## config.mk

```make
export PLATFORM = sky130hd
export DESIGN_NAME = fetch_stage
export DESIGN_NICKNAME = d
export VERILOG_FILES = /design/src/rtl/proc_pkg.sv /design/src/rtl/pc_reg.sv /design/src/rtl/fetch_stage.sv
export SDC_FILE = /design/constraint.sdc
export NUM_CORES = 1
export LEC_CHECK = 0
export ABC_CLOCK_PERIOD_IN_PS = 7100
export CORE_MARGIN = 1
export CORE_UTILIZATION = 50
export DETAILED_ROUTE_END_ITERATION = 8
export PLACE_DENSITY = 0.76
export SYNTH_ARGS = -nofsm -noshare
export SYNTH_HDL_FRONTEND = slang
export SYNTH_HIERARCHICAL = 1
export SYNTH_SLANG_ARGS = --single-unit
```

## constraint.sdc

```tcl
create_clock -name clk -period 7.1 [get_ports clk]
set_input_delay 1.42 -clock clk [delete_from_list [all_inputs] [get_ports clk]]
set_output_delay 1.42 -clock clk [all_outputs]
set_load 0.02 [all_outputs]
```

## src/rtl/proc_pkg.sv

```systemverilog
// Shared constants and types for the fetch front end.
package proc_pkg;

  localparam int              WIDTH    = 32;
  localparam int              PC_STEP  = 4;
  localparam logic [WIDTH-1:0] RESET_PC = 32'h0000_0000;

  // IDLE : out of reset, no request yet
  // FETCH: request outstanding at PC
  // HOLD : fetched word parked in the skid buffer while downstream stalls
  // DRAIN: waiting out a request abandoned by a redirect
  typedef enum logic [1:0] {
    IDLE  = 2'd0,
    FETCH = 2'd1,
    HOLD  = 2'd2,
    DRAIN = 2'd3
  } state_t;

endpackage

```

## src/rtl/pc_reg.sv

```systemverilog
// Program counter with redirect load and sequential increment.
module pc_reg #(
  parameter int               WIDTH    = proc_pkg::WIDTH,
  parameter logic [WIDTH-1:0] RESET_PC = WIDTH'(proc_pkg::RESET_PC)
) (
  input  logic             clk,
  input  logic             rst_n,
  input  logic             load,
  input  logic             inc,
  input  logic [WIDTH-1:0] load_val,
  output logic [WIDTH-1:0] pc,
  output logic [WIDTH-1:0] pc_seq
);
  import proc_pkg::*;

  localparam logic [WIDTH-1:0] STEP = WIDTH'(PC_STEP);

  // Sequential successor; wraps modulo 2^WIDTH with no carry out.
  assign pc_seq = pc + STEP;

  // Load has priority over increment so a redirect always wins.
  always_ff @(posedge clk or negedge rst_n) begin
    if (!rst_n) begin
      pc <= RESET_PC;
    end else if (load) begin
      // NOTE: state registers use non-blocking assignment so every flop
      // samples pre-edge values regardless of block evaluation order.
      pc <= load_val;
    end else if (inc) begin
      pc <= pc_seq;
    end
  end

endmodule

```

## src/rtl/fetch_stage.sv

```systemverilog
// Instruction-fetch stage: PC, memory handshake, skid buffer and the
// registered outputs feeding the pipeline buffer.
module fetch_stage #(
  parameter int               WIDTH    = proc_pkg::WIDTH,
  parameter logic [WIDTH-1:0] RESET_PC = WIDTH'(proc_pkg::RESET_PC)
) (
  input  logic             clk,
  input  logic             rst_n,
  input  logic             stall,
  input  logic             br_taken,
  input  logic [WIDTH-1:0] br_target,
  output logic             imem_req,
  output logic [WIDTH-1:0] imem_addr,
  input  logic             imem_ack,
  input  logic [WIDTH-1:0] imem_data,
  output logic [WIDTH-1:0] out_instr,
  output logic [WIDTH-1:0] out_pc4,
  output logic             out_valid
);
  import proc_pkg::*;

  state_t           state, state_next;
  logic [WIDTH-1:0] pc, pc_seq;
  logic [WIDTH-1:0] drain_addr;
  logic [WIDTH-1:0] skid_instr, skid_pc4;
  logic             pc_inc;
  logic [WIDTH-1:0] br_aligned;

  assign br_aligned = br_target & ~WIDTH'(3);
  assign pc_inc     = (state == FETCH) && imem_ack && !br_taken;

  pc_reg #(
    .WIDTH   (WIDTH),
    .RESET_PC(RESET_PC)
  ) u_pc_reg (
    .clk     (clk),
    .rst_n   (rst_n),
    .load    (br_taken),
    .inc     (pc_inc),
    .load_val(br_aligned),
    .pc      (pc),
    .pc_seq  (pc_seq)
  );

  // State register.
  always_ff @(posedge clk or negedge rst_n) begin
    if (!rst_n) state <= IDLE;
    else        state <= state_next;
  end

  // Next-state decode; a redirect outranks ack and stall.
  always_comb begin
    // NOTE: default first so every path assigns and no latch is inferred.
    state_next = state;
    unique case (state)
      IDLE:  state_next = FETCH;
      FETCH: begin
        if (br_taken)            state_next = imem_ack ? FETCH : DRAIN;
        else if (imem_ack && stall) state_next = HOLD;
        else                     state_next = FETCH;
      end
      HOLD:  if (br_taken || !stall) state_next = FETCH;
      // A redirect during DRAIN only retargets PC; the abandoned request
      // still completes on ack, after which fetching resumes at PC.
      DRAIN: if (imem_ack) state_next = FETCH;
      default: state_next = IDLE;
    endcase
  end

  // Moore memory-interface outputs.
  always_comb begin
    imem_req  = (state == FETCH) || (state == DRAIN);
    imem_addr = (state == DRAIN) ? drain_addr : pc;
  end

  // Remember the abandoned address so the request stays stable until ack.
  always_ff @(posedge clk or negedge rst_n) begin
    if (!rst_n)                                      drain_addr <= '0;
    else if (state == FETCH && br_taken && !imem_ack) drain_addr <= pc;
  end

  // Skid buffer: catches a word that returns while downstream stalls.
  always_ff @(posedge clk or negedge rst_n) begin
    if (!rst_n) begin
      skid_instr <= '0;
      skid_pc4   <= '0;
    end else if (br_taken) begin
      skid_instr <= '0;
      skid_pc4   <= '0;
    end else if (state == FETCH && imem_ack && stall) begin
      skid_instr <= imem_data;
      skid_pc4   <= pc_seq;
    end
  end

  // Output registers toward the pipeline buffer; all hold under stall.
  always_ff @(posedge clk or negedge rst_n) begin
    if (!rst_n) begin
      out_instr <= '0;
      out_pc4   <= '0;
      out_valid <= 1'b0;
    end else if (br_taken) begin
      out_valid <= 1'b0;
    end else begin
      unique case (state)
        FETCH: if (!stall) begin
          if (imem_ack) begin
            out_instr <= imem_data;
            out_pc4   <= pc_seq;
            out_valid <= 1'b1;
          end else begin
            out_valid <= 1'b0;
          end
        end
        HOLD: if (!stall) begin
          out_instr <= skid_instr;
          out_pc4   <= skid_pc4;
          out_valid <= 1'b1;
        end
        DRAIN:   out_valid <= 1'b0;
        default: ;
      endcase
    end
  end

endmodule

```

# Word level (Yosys, flattened, before mapping)

Cells that the tools add are included.

Add/sub/neg operators: 1
Multiplexer cells: 26
Bitwise logic cells: 1
Reductions and logical operators: 19
Eq/ne operators: 10

Operators with widths:

| kind                    | count |
|---|---|
| $mux W32                | 13 |
| $pmux W32 S2            | 2 |
| $add A32 B3 Y32 const B | 1 |
| $mux W2                 | 5 |
| $ne A2 B2 Y1 const B    | 5 |
| $pmux W2 S4             | 1 |
| $logic_and A1 B1 Y1     | 6 |
| $ne A3 B3 Y1 const B    | 2 |
| $reduce_bool A2 Y1      | 3 |
| $reduce_and A5 Y1       | 1 |
| $eq A2 B2 Y1 const B    | 2 |
| $mux W1                 | 4 |
| $reduce_bool A4 Y1      | 1 |
| $logic_not A1 Y1        | 3 |
| $pmux W1 S3             | 1 |
| $reduce_and A3 Y1       | 1 |
| $eq A2 B1 Y1 const B    | 1 |
| $logic_not A2 Y1        | 1 |
| $logic_or A1 B1 Y1      | 2 |
| $reduce_and A2 Y1       | 1 |
| $not A1 Y1              | 1 |

Word-level logic and storage cells: 65
Flip-flop bits (word level): 195
Bits of input ports: 69

# Logic depth before layout (Yosys ltp)

Depth in word-level cells: 5
Gate-level depth with buffers: 10
Depth with buffers taken out: 8

# Cells and area by module

Netlist, hierarchy kept.

By module, submodules not included:

| module      | instances | sequential area each (um^2) | area an instance (um^2) | cells each |
|---|---|---|---|---|
| fetch_stage | 1         | 4078.9                      | 7219.4                  | 486 |
| pc_reg      | 1         | 800.8                       | 2373.5                  | 289 |

# Least setup slack after synthesis

Ideal clock, no wire load.

Kind: input to register
Start: input port br_taken
End: register u_pc_reg.pc[22]
Setup time: 0.082 ns
Data arrival time: 3.165 ns
Path slack: 3.853 ns
Stages: 8
Path buffers: 3
Cells stage by stage: clkbuf_1 > nor2_1 > clkbuf_1 > nand4_1 > or4_1 > buf_2 > or4_1 > a31oi_1

Word-level cells in the longest chain between the ends: 3
Elaborated cells on any way between the ends: 4

RTL lines:

| element                             | RTL line          | RTL |
|---|---|---|
| start: declaration                  | fetch_stage.sv:10 | `input logic br_taken,` |
| $logic_not A1 Y1                    | fetch_stage.sv:30 | `assign pc_inc = (state == FETCH) && imem_ack && !br_taken;` |
| $logic_and A1 B1 Y1                 | fetch_stage.sv:30 |  |
| net pc_inc                          | fetch_stage.sv:26 | `logic pc_inc;` |
| $reduce_bool A2 Y1 (no source line) | --                |  |
| end signal: assignment              | pc_reg.sv:28      | `pc <= load_val;` |
| end signal: assignment              | pc_reg.sv:30      | `pc <= pc_seq;` |
| end: declaration                    | pc_reg.sv:11      | `output logic [WIDTH-1:0] pc,` |

The timed path passes the listed nets, and every way through them passes these cells.
A chain may end at the register's enable or synchronous reset.

# Worst setup path after layout

Start: input port imem_ack
End: register u_pc_reg.pc[29]

Word-level cells in the longest chain between the ends: 3

RTL lines:

| element                             | RTL line          | RTL |
|---|---|---|
| start: declaration                  | fetch_stage.sv:14 | `input logic imem_ack,` |
| $logic_and A1 B1 Y1 (2 in series)   | fetch_stage.sv:30 |  |
| net pc_inc                          | fetch_stage.sv:26 |  |
| $reduce_bool A2 Y1 (no source line) | --                |  |

The timed path passes the listed nets, and every way through them passes these cells.

==> results <==
- The run finished with clean final reports.
- The global-route congestion overflow total is 0.
- The count of distinct cell types in the synthesized netlist is 46.
- Synthesis produced a netlist whose cell count is 775.
- The root buffer cell is sky130_fd_sc_hd__clkbuf_16.
- TritonCTS built the clock tree.
- The number of warnings issued by yosys is 6.
- The setup violation total in the final timing report is 0.
- The final layout contains routed wiring with a total length of 22.6 mm.
- The number of gates given a new drive strength after cts is 0.
- Setup repair after global routing left no endpoint under its margin.
- In the final layout, the share of cells above drive strength 1 is 26.1%.
- Counting flops with an async set or reset pin after synthesis yields a share of 100%.
- The hold violation count in the final report was 0.
- Routability-driven placement finished with a final weighted congestion of 0.871.
- The type of the most critical hold path is register to register.
- The number of antenna diodes in the final layout is 0.
- The post-layout minimum cycle time is 4.30 ns.
- The count of nets left with antenna violations once routing finished came out at 0.
- The sequential cell area in the final layout is 4880 um^2.
- The startpoint of the worst hold path is out_instr[7]$_DFFE_PN0P_.
- The total power density per cell area is 324 nW/um^2.
- The via count of the first global-routing pass is 6981.
- Summing all multi-input logic gate instances after layout gives 4420 um^2.
- The final period utilization is 60.5%.
- Sequential elements use 50.9% of the synthesized area.
- The horizontal die dimension is 141 um.
- The critical path is of the input pin to register type.
- The slack of the worst reg-to-reg path is 3.62 ns.
- The area overhead of the layout relative to synthesis is 25.0%.
- The net count of the finished layout is 986.
- The number of vias after detailed routing is 6852.
- The clock net in this run drives a total of 195 sinks.
- The total number of placement rows is 50.
- The first global-routing pass estimated 36.7 mm of wire.
- The number of buffers created by CTS is 17.
- The die covers 19700 um^2.
- Across every metal layer, demand over resource in global routing totals 23.9%.
- For the worst flop-to-flop path, the logic depth is 9.
- At the worst endpoint, the arrival time is 4.64 ns.
- For hold timing, the worst endpoint is out_instr[7]$_DFFE_PN0P_.
- After routing, the total negative slack on setup checks comes to 0 ns.
- Counting the fill cells in the layout gives 1520.
- The synthesized netlist occupies a cell area of 9590 um^2.
- The transition at the pin with the smallest max-transition slack is 1.06 ns.
- The total power is 3880 uW.
- In this run, post-CTS hold repair placed 0 buffers.
- After floorplanning, the core was sized to cover 18800 um^2.
- The die is 141 um tall.
- The remaining max-slew budget at the tightest pin is 29.3%.
- Post-CTS timing repair inserted 0 buffers for setup.
- Hold timing on the final database bottoms out at a slack of 0.494 ns.
- In this run the tool buffered the top-level ports with 164 buffer cells.
- The most common flop cell mapped by yosys is sky130_fd_sc_hd__dfrtp_1.
- Entering global routing, the biggest net connects 77 pins.
- The data required time at the worst endpoint is 7.44 ns.
- The number of maximum-capacitance violations is 0.
- Once the floorplan was initialized, standard cells occupied 51.1% of the core.
- The initial antenna violation count is 0.
- The wire-length estimate of the detail-placed layout is 14.7 mm.
- The type of element capturing the critical path is a register.
- The level count of the clock H-tree is 4.
- Based on the critical path, the design can be clocked at up to 0.233 GHz.
- The clock passes through at most 2 buffers.
- The clock transition at the register clock pins on the worst setup and hold paths after CTS is 0.07 ns.
- The flip-flop and latch count after synthesis is 195.
- The number of enable-type register cells in the synthesized netlist is 0.
- The startpoint class of the critical path is an input pin.
- The max-slew violation count came to 0.
- In the final routed layout, each cell accounts on average for 19.5 um.
- In this run the critical register-to-register path is captured at u_pc_reg/pc[29]$_DFFE_PN0N_.
- For this design the static power due to leakage is 0.00489 uW.
- The worst voltage drop across the vdd grid is 181 uV.
- The average via count per standard cell is 5.92.
- The maximum fanout count along the critical path is 10.
- During I/O placement, the number of pins put on the boundary was 167.
- For this run, the detailed router's first-pass iteration total came to 5.
- The number of stages on the worst hold path is 1.
- Clock latency on the worst-skew pair, taken at its later pin, is 0.43 ns.
- Between clock sinks in the finished design, the worst skew comes to 0.0116 ns.
- After detailed routing, the number of remaining DRC violations is 0.
- In this run, the number of DRC markers left after iteration 0 of detailed routing was 491.
- The worst flop-to-flop path startpoint is state[1]$_DFFE_PN0P_.
- In this run the mean area of a mapped cell was 12.4 um^2.
## final cells by class
cell class	instances	area share, %
well taps	234	2.44
inverters	11	0.344
repair buffers	173	14.2
clock buffers	18	3.58
multi-input cells	513	36.8
clock inverters	14	1.87
flip-flops and latches	195	40.7
## worst max path at each step
stage	from	end	slack, ns	cells past startpoint
4_1_cts	imem_ack	u_pc_reg/pc[29]$_DFFE_PN0N_	2.90	8
3_5_place_dp	imem_ack	u_pc_reg/pc[29]$_DFFE_PN0N_	2.44	8
3_3_place_gp	imem_ack	u_pc_reg/pc[29]$_DFFE_PN0N_	2.53	8
2_1_floorplan	br_taken	u_pc_reg/pc[22]$_DFFE_PN0N_	3.85	8
5_1_grt	imem_ack	u_pc_reg/pc[29]$_DFFE_PN0N_	2.64	8
6_report	imem_ack	u_pc_reg/pc[29]$_DFFE_PN0N_	2.80	8
## cells in the mapped netlist (all sizes together), types with 2 or more instances
| library cell | instances | area [um^2] |
|---|---|---|
| nand3 | 19 | 95.1 |
| mux2 | 196 | 2210 |
| nor3 | 6 | 30.0 |
| and2 | 2 | 12.5 |
| nor2b | 2 | 12.5 |
| o21ai | 19 | 95.1 |
| o31a | 3 | 26.3 |
| clkbuf | 26 | 98.8 |
| nand2 | 35 | 131 |
| inv | 10 | 37.5 |
| nand2b | 4 | 25.0 |
| and4 | 8 | 70.1 |
| a22o | 64 | 561 |
| mux2i | 3 | 30.0 |
| dfrtp | 195 | 4880 |
| or4 | 12 | 90.1 |
| or3 | 3 | 18.8 |
| nor2 | 25 | 93.8 |
| nand4 | 18 | 128 |
| o31ai | 7 | 52.6 |
| a31oi | 14 | 87.6 |
| o41ai | 2 | 17.5 |
| buf | 31 | 186 |
| xor2 | 15 | 131 |
| and3 | 4 | 25.0 |
| ha | 6 | 75.1 |
| xnor2 | 27 | 236 |
| nand3b | 2 | 15.0 |
| nor4 | 6 | 37.5 |
## power by group
group	switching, uW	total [uW]	leakage, uW	internal [uW]
Sequential	173	1550	0.00241	1370
Combinational	588	1270	0.00216	678
Clock	439	1070	0.000309	632
Total	1200	3880	0.00489	2680
## metrics by stage
step	instance area [um^2]	std cells	util (%)	worst slack, ns
after floorplan	9600	776	-	3.85
after global placement	11300	1126	60.4	2.53
after detailed placement	11300	1126	60.4	2.44
after CTS	12000	1158	63.9	2.90
after global routing	12000	1158	63.9	2.64
final	12000	1158	63.9	2.80
## placed cells by master (no fill, tap or decap), types with 7 or more instances in the layout
| cell | n |
|---|---|
| sky130_fd_sc_hd__a22o_1 | 64 |
| sky130_fd_sc_hd__a31oi_1 | 13 |
| sky130_fd_sc_hd__and4_1 | 8 |
| sky130_fd_sc_hd__buf_4 | 9 |
| sky130_fd_sc_hd__clkbuf_16 | 17 |
| sky130_fd_sc_hd__clkdlybuf4s50_1 | 162 |
| sky130_fd_sc_hd__dfrtp_1 | 195 |
| sky130_fd_sc_hd__inv_1 | 10 |
| sky130_fd_sc_hd__mux2_2 | 191 |
| sky130_fd_sc_hd__nand2_1 | 35 |
| sky130_fd_sc_hd__nand3_1 | 19 |
| sky130_fd_sc_hd__nand4_1 | 17 |
| sky130_fd_sc_hd__nor2_1 | 24 |
| sky130_fd_sc_hd__o21ai_0 | 19 |
| sky130_fd_sc_hd__o31ai_1 | 7 |
| sky130_fd_sc_hd__or4_1 | 12 |
| sky130_fd_sc_hd__xnor2_1 | 27 |
| sky130_fd_sc_hd__xor2_1 | 15 |
## cells by family (layout without fill, tap and decap cells)
group,after synthesis,in the layout,synth area share (%)
flops,195,195,50.9
mux,199,199,23.3
xor+xnor,42,42,3.83
other cells,1,2,0.0391
buf+inv,68,216,3.40
compound gates,115,115,9.33
fa+ha+maj,6,6,0.783
simple gates,149,149,8.43
## worst max-delay path, cell delays in order
cell	delay (ns)
sky130_fd_sc_hd__clkdlybuf4s50_1	0.65
sky130_fd_sc_hd__nand2_1	0.16
sky130_fd_sc_hd__nor2_1	0.77
sky130_fd_sc_hd__buf_4	0.31
sky130_fd_sc_hd__nand4_1	0.13
sky130_fd_sc_hd__or4_1	0.57
sky130_fd_sc_hd__or4_1	0.44
sky130_fd_sc_hd__a31oi_1	0.18
## routing by layer
metal / part of all wire, % / wire length [um] / vias to the layer above / GRT usage [%]
met5: 0 / 0 / - / 0
met4: 1.1 / 257 / 0 / 6.69
met3: 5.0 / 1140 / 21 / 4.72
met2: 49 / 11000 / 220 / 39.6
met1: 45 / 10200 / 3478 / 31.9
li1: - / - / 3133 / -
(Power assumes the default switching activity.)
